`src/rtl/keypad_scan_if.sv`:
```
// Keypad scanner signal bundle.
//   H   : row sense lines, active-low (driven by the keypad)
//   V   : column drive lines, active-low, one-hot low (driven by the scanner)
//   ack : one-cycle strobe for a new debounced key press
//   cmd : code (row*4 + col) of the last reported press
// Modports: slave = scanner side, master = keypad/consumer side.
interface keypad_scan_if;
    logic [3:0] H;
    logic [3:0] V;
    logic       ack;
    logic [3:0] cmd;

    modport master (output H, input V, input ack, input cmd);
    modport slave  (input H, output V, output ack, output cmd);
endinterface

```
`src/rtl/keypad_scan.sv`:
```
// 4x4 matrix keypad scanner with frame-level debounce.
// Each column is driven low for SCAN_DIV cycles; rows are sampled on the last
// cycle of each column slot. Four slots form one frame; at frame end the
// sixteen samples are classified (none / single / multi) and a four-state
// debounce FSM reports a new press with a one-cycle ack and the key code.
// Ports:
//   Clock : system clock, rising edge
//   Reset : asynchronous, active-high
//   kp    : keypad_scan_if.slave (H in, V/ack/cmd out)
module keypad_scan #(
    parameter int unsigned SCAN_DIV = 1000,
    parameter int unsigned DEBOUNCE = 4
) (
    input  logic         Clock,
    input  logic         Reset,
    keypad_scan_if.slave kp
);
    localparam logic [15:0] DIV_LAST = 16'(SCAN_DIV - 1);
    localparam logic [3:0]  DB       = 4'(DEBOUNCE);

    typedef enum logic [1:0] {IDLE, PRESS, HELD, RELEASE} state_t;

    logic [15:0] div;
    logic [1:0]  col;
    logic [15:0] acc;
    logic [15:0] acc_merged;
    logic        frame_end;

    logic [4:0]  key_cnt;
    logic [3:0]  key_code;
    logic        is_none;
    logic        is_single;

    state_t      state, state_n;
    logic [3:0]  cand, cand_n;
    logic [3:0]  count, count_n;
    logic [3:0]  count_inc;
    logic        report;
    logic        ack_q;
    logic [3:0]  cmd_q;

    assign frame_end = (div == DIV_LAST) && (col == 2'd3);

    // Accumulator with the current column's rows folded in, so the frame-end
    // classification sees column 3 without waiting another cycle.
    always_comb begin
        acc_merged = acc;
        for (int unsigned r = 0; r < 4; r++) begin
            acc_merged[{r[1:0], col}] = ~kp.H[r[1:0]];
        end
    end

    // Scan timing and frame accumulation run regardless of FSM state.
    always_ff @(posedge Clock or posedge Reset) begin
        if (Reset) begin
            div <= '0;
            col <= '0;
            acc <= '0;
        end else if (div == DIV_LAST) begin
            div <= '0;
            col <= col + 2'd1;
            acc <= (col == 2'd3) ? '0 : acc_merged;
        end else begin
            div <= div + 16'd1;
        end
    end

    always_comb begin
        key_cnt  = '0;
        key_code = '0;
        for (int unsigned i = 0; i < 16; i++) begin
            if (acc_merged[i[3:0]]) begin
                key_cnt  = key_cnt + 5'd1;
                key_code = i[3:0];
            end
        end
        is_none   = (key_cnt == 5'd0);
        is_single = (key_cnt == 5'd1);
    end

    assign count_inc = count + 4'd1;

    // State register; ack/cmd are registered so they appear the cycle after
    // the frame-end sample.
    always_ff @(posedge Clock or posedge Reset) begin
        if (Reset) begin
            state <= IDLE;
            cand  <= '0;
            count <= '0;
            ack_q <= 1'b0;
            cmd_q <= '0;
        end else begin
            state <= state_n;
            cand  <= cand_n;
            count <= count_n;
            ack_q <= report;
            if (report) begin
                cmd_q <= cand_n;
            end
        end
    end

    // Next-state logic, evaluated only at frame end.
    always_comb begin
        state_n = state;
        cand_n  = cand;
        count_n = count;
        report  = 1'b0;
        if (frame_end) begin
            unique case (state)
                IDLE: begin
                    if (is_single) begin
                        cand_n = key_code;
                        if (DB == 4'd1) begin
                            state_n = HELD;
                            report  = 1'b1;
                        end else begin
                            state_n = PRESS;
                            count_n = 4'd1;
                        end
                    end
                end
                PRESS: begin
                    if (is_single && key_code == cand) begin
                        count_n = count_inc;
                        if (count_inc == DB) begin
                            state_n = HELD;
                            report  = 1'b1;
                        end
                    end else begin
                        state_n = IDLE;
                        count_n = '0;
                    end
                end
                HELD: begin
                    if (is_none) begin
                        // With a single-frame debounce the release completes at once.
                        if (DB == 4'd1) begin
                            state_n = IDLE;
                            count_n = '0;
                        end else begin
                            state_n = RELEASE;
                            count_n = 4'd1;
                        end
                    end
                end
                RELEASE: begin
                    if (is_none) begin
                        count_n = count_inc;
                        if (count_inc == DB) begin
                            state_n = IDLE;
                            count_n = '0;
                        end
                    end else begin
                        state_n = HELD;
                        count_n = '0;
                    end
                end
                default: begin
                    state_n = IDLE;
                    count_n = '0;
                end
            endcase
        end
    end

    // Output logic.
    always_comb begin
        kp.V   = ~(4'b0001 << col);
        kp.ack = ack_q;
        kp.cmd = cmd_q;
    end
endmodule

```
`src/flat_wrapper.sv`:
```
// flat-port wrapper written by rule: the top's interface ports become plain ports
module keypad_scan_flat 
#(
    parameter int unsigned SCAN_DIV = 1000,
    parameter int unsigned DEBOUNCE = 4
)
  (Clock, Reset, kp_H, kp_V, kp_ack, kp_cmd);
  keypad_scan_if kp_i ();
  input  logic Clock;
  input  logic Reset;
  input wire logic [$bits(kp_i.H)-1:0] kp_H;
  output wire logic [$bits(kp_i.V)-1:0] kp_V;
  output wire logic [$bits(kp_i.ack)-1:0] kp_ack;
  output wire logic [$bits(kp_i.cmd)-1:0] kp_cmd;
  assign kp_i.H = kp_H;
  assign kp_V = kp_i.V;
  assign kp_ack = kp_i.ack;
  assign kp_cmd = kp_i.cmd;
  keypad_scan #(.SCAN_DIV(SCAN_DIV), .DEBOUNCE(DEBOUNCE)) u_core (.Clock(Clock), .Reset(Reset), .kp(kp_i));
endmodule
```
`config.mk`:
```
export PLATFORM = sky130hd
export DESIGN_NAME = keypad_scan_flat
export DESIGN_NICKNAME = d
export VERILOG_FILES = /design/src/rtl/keypad_scan_if.sv /design/src/rtl/keypad_scan.sv /design/src/flat_wrapper.sv
export SDC_FILE = /design/constraint.sdc
export NUM_CORES = 1
export LEC_CHECK = 0
export BUFFER_PORTS_ARGS = -buffer_cell sky130_fd_sc_hd__buf_2
export CAP_MARGIN = 20
export CORE_ASPECT_RATIO = 0.7
export CORE_MARGIN = 2
export CORE_UTILIZATION = 35
export CTS_BUF_LIST = sky130_fd_sc_hd__clkbuf_16
export CTS_CLUSTER_SIZE = 28
export DETAILED_ROUTE_END_ITERATION = 12
export SLEW_MARGIN = 20
export SYNTH_ARGS = -nofsm -noshare
export SYNTH_HDL_FRONTEND = slang
export SYNTH_SLANG_ARGS = --single-unit
```
`constraint.sdc`:
```
create_clock -name Clock -period 23.6 [get_ports Clock]
set_clock_uncertainty 0.2 [all_clocks]
set_input_delay 1.18 -clock Clock [delete_from_list [all_inputs] [get_ports Clock]]
set_output_delay 1.18 -clock Clock [all_outputs]
set_load 0.01 [all_outputs]
```
# == Word-level counts from Yosys, hierarchy flattened ==
# Index checks and enable logic that the tools add are counted.
# totals
out_inout_bits,9
input_bits,6
ff_bits,49
word_cells,127
# classes
add_sub_neg,18
shifts,1
n_bitwise,5
eq_ne,12
magnitude_cmp,8
n_mux,65
reduce_logical,10
# ops
op,count
2-to-1 mux 5 bit,15
"adder 5 x 1 -> 5 bit, second input constant",14
bitwise mux 16 bit,4
2-to-1 mux 4 bit,16
2-to-1 mux 16 bit,2
"adder 16 x 1 -> 16 bit, second input constant",1
"== test 16 x 10 -> 1 bit, second input constant",1
2-to-1 mux 2 bit,8
one-hot mux 4 bit (4 select lines),1
2-to-1 mux 3 bit,4
"less-than comparator 4 x 5 -> 1 bit, second input constant",2
2-to-1 mux 1 bit,10
demux 1 bit (select 2 bit),4
">= comparator 4 x 1 -> 1 bit, second input constant",2
one-hot mux 2 bit (4 select lines),1
"== test 2 bit, second input constant",3
logical AND 1 bit,6
"!= test 3 bit, second input constant",2
"== test 5 x 1 -> 1 bit, second input constant",1
zero test 5 bit,1
"less-than comparator 2 x 5 -> 1 bit, second input constant",1
"less-than comparator 3 x 5 -> 1 bit, second input constant",1
AND reduction 5 bit,1
"adder 4 x 1 -> 4 bit, second input constant",1
other kinds (13),17

# == Logic depth before layout (Yosys ltp) ==
# depth
ltp_word,44
mapped_depth,57
depth_no_buf,55

# == Worst setup path after synthesis ==
# No wires, ideal clock.
# synth_timing
kind,input port to flip-flop
startpoint,input port kp_H[0]
endpoint,register u_core.cand[3]
required_time_ps,23273
path_buffers,1
arrival_time_ps,10860
path_slack_ps,12412
setup_ps,127
path_stages,51
cell_sequence,and2b_2 > nor2_1 > ha_1 > clkbuf_1 > xnor2_1 > ha_1 > or3_1 > o31ai_1 > inv_1 > ha_1 > mux2_2 > and2_2 > ha_1 > nand2_1 > o221ai_1 > ha_1 > a21oi_1 > nor2_1 > [... 15 more ...] > o21ai_0 > o21bai_1 > ha_1 > mux2_2 > ha_1 > mux2i_1 > inv_1 > ha_1 > nand2_1 > xor2_1 > xnor2_2 > nor3b_1 > nor3b_1 > a311oi_1 > mux2i_1 > mux2i_2 > nand4_2 > mux2_1
# synth_between
elab_chain_len,40
elab_cells_between_ends,48
cone_classes,add/sub: 15; eq/ne: 1; mux: 31; bitwise: 1
# synth_rtl
element,line_no,source
"start, declared",flat_wrapper.sv:11,input wire logic [$bits(kp_i.H)-1:0] kp_H;
NOT 1 bit *,keypad_scan.sv:49,"acc_merged[{r[1:0], col}] = ~kp.H[r[1:0]];"
bitwise mux 16 bit * (4 in series),keypad_scan.sv:49,
2-to-1 mux 1 bit,keypad_scan.sv:72,if (acc_merged[i[3:0]]) begin
adder 1 x 1 -> 2 bit,keypad_scan.sv:73,key_cnt = key_cnt + 5'd1;
2-to-1 mux 5 bit,keypad_scan.sv:72,
adder 5 x 1 -> 5 bit,keypad_scan.sv:73,
2-to-1 mux 5 bit,keypad_scan.sv:72,
adder 5 x 1 -> 5 bit,keypad_scan.sv:73,
[... 22 more ...],--,
2-to-1 mux 5 bit,keypad_scan.sv:72,
adder 5 x 1 -> 5 bit,keypad_scan.sv:73,
2-to-1 mux 5 bit,keypad_scan.sv:72,
== test 5 x 1 -> 1 bit,keypad_scan.sv:78,is_single = (key_cnt == 5'd1);
2-to-1 mux 4 bit *,keypad_scan.sv:112,if (is_single) begin
2-to-1 mux 4 bit *,keypad_scan.sv:110,unique case (state)
2-to-1 mux 4 bit *,keypad_scan.sv:109,if (frame_end) begin
via u_core.cand_n[3],keypad_scan.sv:35,"logic [3:0] cand, cand_n;"
"end signal, assigned",keypad_scan.sv:94,cand <= cand_n;
"end, declared",keypad_scan.sv:35,
# Mark *: on every way through the listed nets, which the timed path passes. The rest lies on a longest branch.
# A chain may end at the register's enable or synchronous reset.

# == Worst setup path in the final report ==
# layout_timing
startpoint,register u_core.col[0]
endpoint,register u_core.cand[3]
# layout_between
elab_chain_len,43
elab_cells_between_ends,69
cone_classes,add/sub: 15; order compare: 8; eq/ne: 2; mux: 39; reduce/logical: 5
# layout_rtl
element,line_no,source
"start, declared",keypad_scan.sv:24,logic [1:0] col;
"start signal, assigned",keypad_scan.sv:61,col <= col + 2'd1;
less-than comparator 2 x 5 -> 1 bit (implied by the code) or >= comparator 2 x 1 -> 1 bit (tied branches),keypad_scan.sv:49,
logical AND 1 bit (implied by the code),keypad_scan.sv:49,
2-to-1 mux 1 bit (implied by the code),keypad_scan.sv:49,
demux 1 bit (select 2 bit),--,
bitwise mux 16 bit (4 in series),keypad_scan.sv:49,
2-to-1 mux 1 bit,keypad_scan.sv:72,
adder 1 x 1 -> 2 bit,keypad_scan.sv:73,
2-to-1 mux 5 bit,keypad_scan.sv:72,
[... 25 more ...],--,
2-to-1 mux 5 bit,keypad_scan.sv:72,
adder 5 x 1 -> 5 bit,keypad_scan.sv:73,
2-to-1 mux 5 bit,keypad_scan.sv:72,
== test 5 x 1 -> 1 bit,keypad_scan.sv:78,
2-to-1 mux 4 bit,keypad_scan.sv:112,
2-to-1 mux 4 bit,keypad_scan.sv:110,
2-to-1 mux 4 bit *,keypad_scan.sv:109,
via u_core.cand_n[3],keypad_scan.sv:35,
# Marks and branches as above.

==> impl_metrics.csv <==
group,metric,value,unit
detailed_routing,drt-initial-drc-count,321,
sta,relSlewSlack,29.55,%
yosys,syn_area,4793,sq um
clock_network,cts_resized,0,
die,coreArea,13270,sq um
power,pwr-share-seq,25.4,%
power,switching_share,41.33,%
sta,max_freq,78.37,MHz
worst_hold_path,holdPathStages,1,
sta,setup-tns-final,0,ns
clock_network,cts_buffers,5,
critical_path,critPathMaxStageDelay,0.88,ns
die,pin_count,15,
grt,grt_pass1_vias,3701,
placement,routabilityCongestion,0.8970,
clock_network,post_cts_buffers,0,
final_layout,nNetsFinal,574,
critical_path,reg2reg_from,"u_core.col[0]$_DFFE_PP0N_",
power,power,0.0003349,W
yosys,yosysWarnings,0,
detailed_routing,vias,3915,
final_layout,final_layout_size_suffix_gt1_share,15.33,%
sta,rsz0062_at_grt,"false",
detailed_routing,final_antenna_net_count,0,
die,fp.dieArea,14660,sq um
yosys,postSynthAreaPerCell,8.844,sq um
critical_path,crit_top_cell,"ha_1",
critical_path,r2r_cells,51,
clock_network,root_buffer,"clkbuf_16",
sta,finalCritPeriodShare,54.07,%
final_layout,area_growth,6.656,%
sta,worst_pin_slew,1.057,ns
critical_path,cp-start-kind,"flip-flop",
power,p_clk_share,21.3,%
outcome,status,"finished, final reports clean",
power,p_sw,0.0001384,W
detailed_routing,drt-vias-per-instance,5.341,
die,start_util,36.12,%
clock_network,clockBufferDepth,2,
final_layout,final_util,38.53,%
clock_network,hold_buffers,0,
sta,slew_violations,0,
critical_path,worstSetupPathType,"flip-flop to flip-flop",
detailed_routing,drt_pass1_iterations,5,
yosys,synthDistinctLibCells,93,
power,p_int,0.0001965,W
critical_path,crit_fanout,29,
yosys,ys_ff_latch,49,
critical_path,arrival,12.74,ns
grt,grt_pass1_wl,18620,microns
yosys,synth_nets,569,
power,p_comb_share,53.3,%
detailed_routing,post_drt_wl_per_cell,15.04,microns
yosys,synth_enable_flop_cells,0,
die,die_h,101.9,microns
placement,detailed_place_hpwl,8561,microns
final_layout,final_area,5112,sq um
worst_hold_path,min_from,"u_core.div[0]$_DFF_PP0_",
flow_run,maxCapViolCount,0,
critical_path,rr_endpoint,"u_core.cand[3]$_DFF_PP0_",
worst_hold_path,hp-class,"flip-flop to flip-flop",
clock_network,clk_latency,0.29,ns
grt,gr-total-overflow,0,
grt,antenna_found_initial,0,
critical_path,slowest_stage,"ha_1",
clock_network,cts_tree,"yes",
detailed_routing,route.detailed.drc,0,
grt,grt_start_max_net_pins,50,
grt,grt_usage,15.80,%
yosys,async_flop_share,100.0,%
critical_path,crit_start,"u_core.col[0]$_DFFE_PP0N_",
sta,finalHoldViolations,0,
yosys,synthCells,542,
critical_path,regToRegSetupSlack,10.84,ns
worst_hold_path,holdPathEnd,"u_core.div[0]$_DFF_PP0_",
detailed_routing,wl,11020,microns
die,die_w,143.9,microns
sta,setup_viol,0,
clock_network,cts.sinks,49,
power,p_leak,2.207,nW
final_layout,layout_commonest_cell,"nand2_1",
critical_path,end_kind,"flip-flop",
critical_path,cp_data_required_time,23.58,ns
die,rows,35,
yosys,synth-main-ff-cell,"dfrtp_1",
power,peakVddDrop,54.40,uV
final_layout,final_cell_mix,"nand2_1 (53), dfrtp_1 (49), nor2_1 (48)",
clock_network,htree_levels,2,
clock_network,clk_pin_slew,0.07,ns
placement,placed_area,4959,sq um
placement,io_buffers,14,
yosys,ys_seq_area_share,25.58,%
sta,fin_crit,12.76,ns
final_layout,antenna_cells,0,
power,power_density,65.52,nW/um^2
## how the worst max path moves through the flow
stage / endpoint / cells past startpoint
finish: u_core.cand[3]$_DFF_PP0_ / 51
detailed placement: u_core.cand[3]$_DFF_PP0_ / 51
CTS: u_core.cand[3]$_DFF_PP0_ / 51
global route: u_core.cand[3]$_DFF_PP0_ / 51
floorplan: u_core.cand[3]$_DFF_PP0_ / 51
global placement: u_core.kp.cmd[0]$_DFFE_PP0P_ / 51
## per-stage QoR
step	std cells	hold slack, ns	worst slack [ns]
floorplan	542	0.2329	12.41
global placement	725	0.2469	11.37
detailed placement	725	0.2518	10.75
CTS	733	0.2609	10.89
global route	733	0.3085	9.843
finish	733	0.2584	10.84
## state kept, by name (all words and copies together) (netlist names)
| register | flops |
|---|---|
| u_core.col | 2 |
| u_core.state | 2 |
| u_core.kp.cmd | 4 |
| u_core.kp.ack | 1 |
| u_core.acc | 16 |
| u_core.cand | 4 |
| u_core.count | 4 |
| u_core.div | 16 |
## cell type report
cell class              instances  area [sq um]
flip-flops and latches         49          1226
well taps                     185         231.5
fillers                      1328          8157
inverters                      21         82.58
multi-input cells             454          3339
clock buffers                   5         125.1
clock inverters                 3         22.52
repair buffers                 16         85.08
## cell usage after synthesis, types with 5 or more instances
master | instances | share of area (%)
o31ai_1 | 12 | 1.9
mux2i_1 | 11 | 2.3
nand2_1 | 53 | 4.2
or2b_2 | 6 | 1.1
xor2_1 | 21 | 3.8
buf_6 | 5 | 1.2
o211ai_1 | 7 | 1.1
nand4_1 | 7 | 0.91
o21ai_0 | 18 | 1.9
and3_1 | 5 | 0.65
or2_2 | 5 | 0.65
nor3_1 | 13 | 1.4
a21o_1 | 5 | 0.78
a21boi_0 | 5 | 0.78
dfrtp_1 | 49 | 26
ha_1 | 21 | 5.5
nand3_1 | 19 | 2.0
xnor2_1 | 43 | 7.9
nor4_1 | 5 | 0.65
inv_1 | 19 | 1.5
and2_1 | 6 | 0.78
nor2b_1 | 15 | 2.0
a21oi_1 | 24 | 2.5
nand2b_1 | 7 | 0.91
clkbuf_1 | 5 | 0.39
nor2_1 | 48 | 3.8
## power by group through the flow
stage / Sequential, W / Combinational, W / Clock, W
6_report: 0.0000851 / 0.000178 / 0.0000714
2_1_floorplan: 0.0000866 / 0.000162 / 0
3_3_place_gp: 0.0000867 / 0.000173 / 0
3_5_place_dp: 0.0000867 / 0.000178 / 0
5_1_grt: 0.0000851 / 0.000198 / 0.0000762
4_1_cts: 0.0000850 / 0.000179 / 0.0000733
## per-layer routing
layer	GRT usage, %	vias up	routed length [microns]	share of wire (%)
met2	23.88	103	4734	43
met3	2.202	10	497	4.5
met4	3.695	0	123	1.1
li1	-	1939	-	-
met1	23.88	1863	5664	51
met5	0	-	0	0
## kinds of logic (layout without fill, tap and decap cells)
kind of cell               Yosys count  count (layout)  share of synthesized area, %
and+or+nand+nor                    225             225                         26.00
AOI/OAI and AO/OA                  115             115                         17.28
xor gates and xnor gates            77              77                         17.28
DFF                                 49              49                         25.58
buffers and inverters               39              45                         4.855
adders and majority gates           21              21                         5.482
muxes                               16              16                         3.524
## worst max-delay path, delay by kind of cell (launching register included)
family,cells,cell delay [ns]
adders and majority gates,13,4.30
and+or+nand+nor,13,2.42
muxes,7,2.41
AOI/OAI and AO/OA,12,2.12
xor gates and xnor gates,2,0.41
DFF,1,0.41
buffers and inverters,4,0.37
Power figures use the tool's default switching activity.
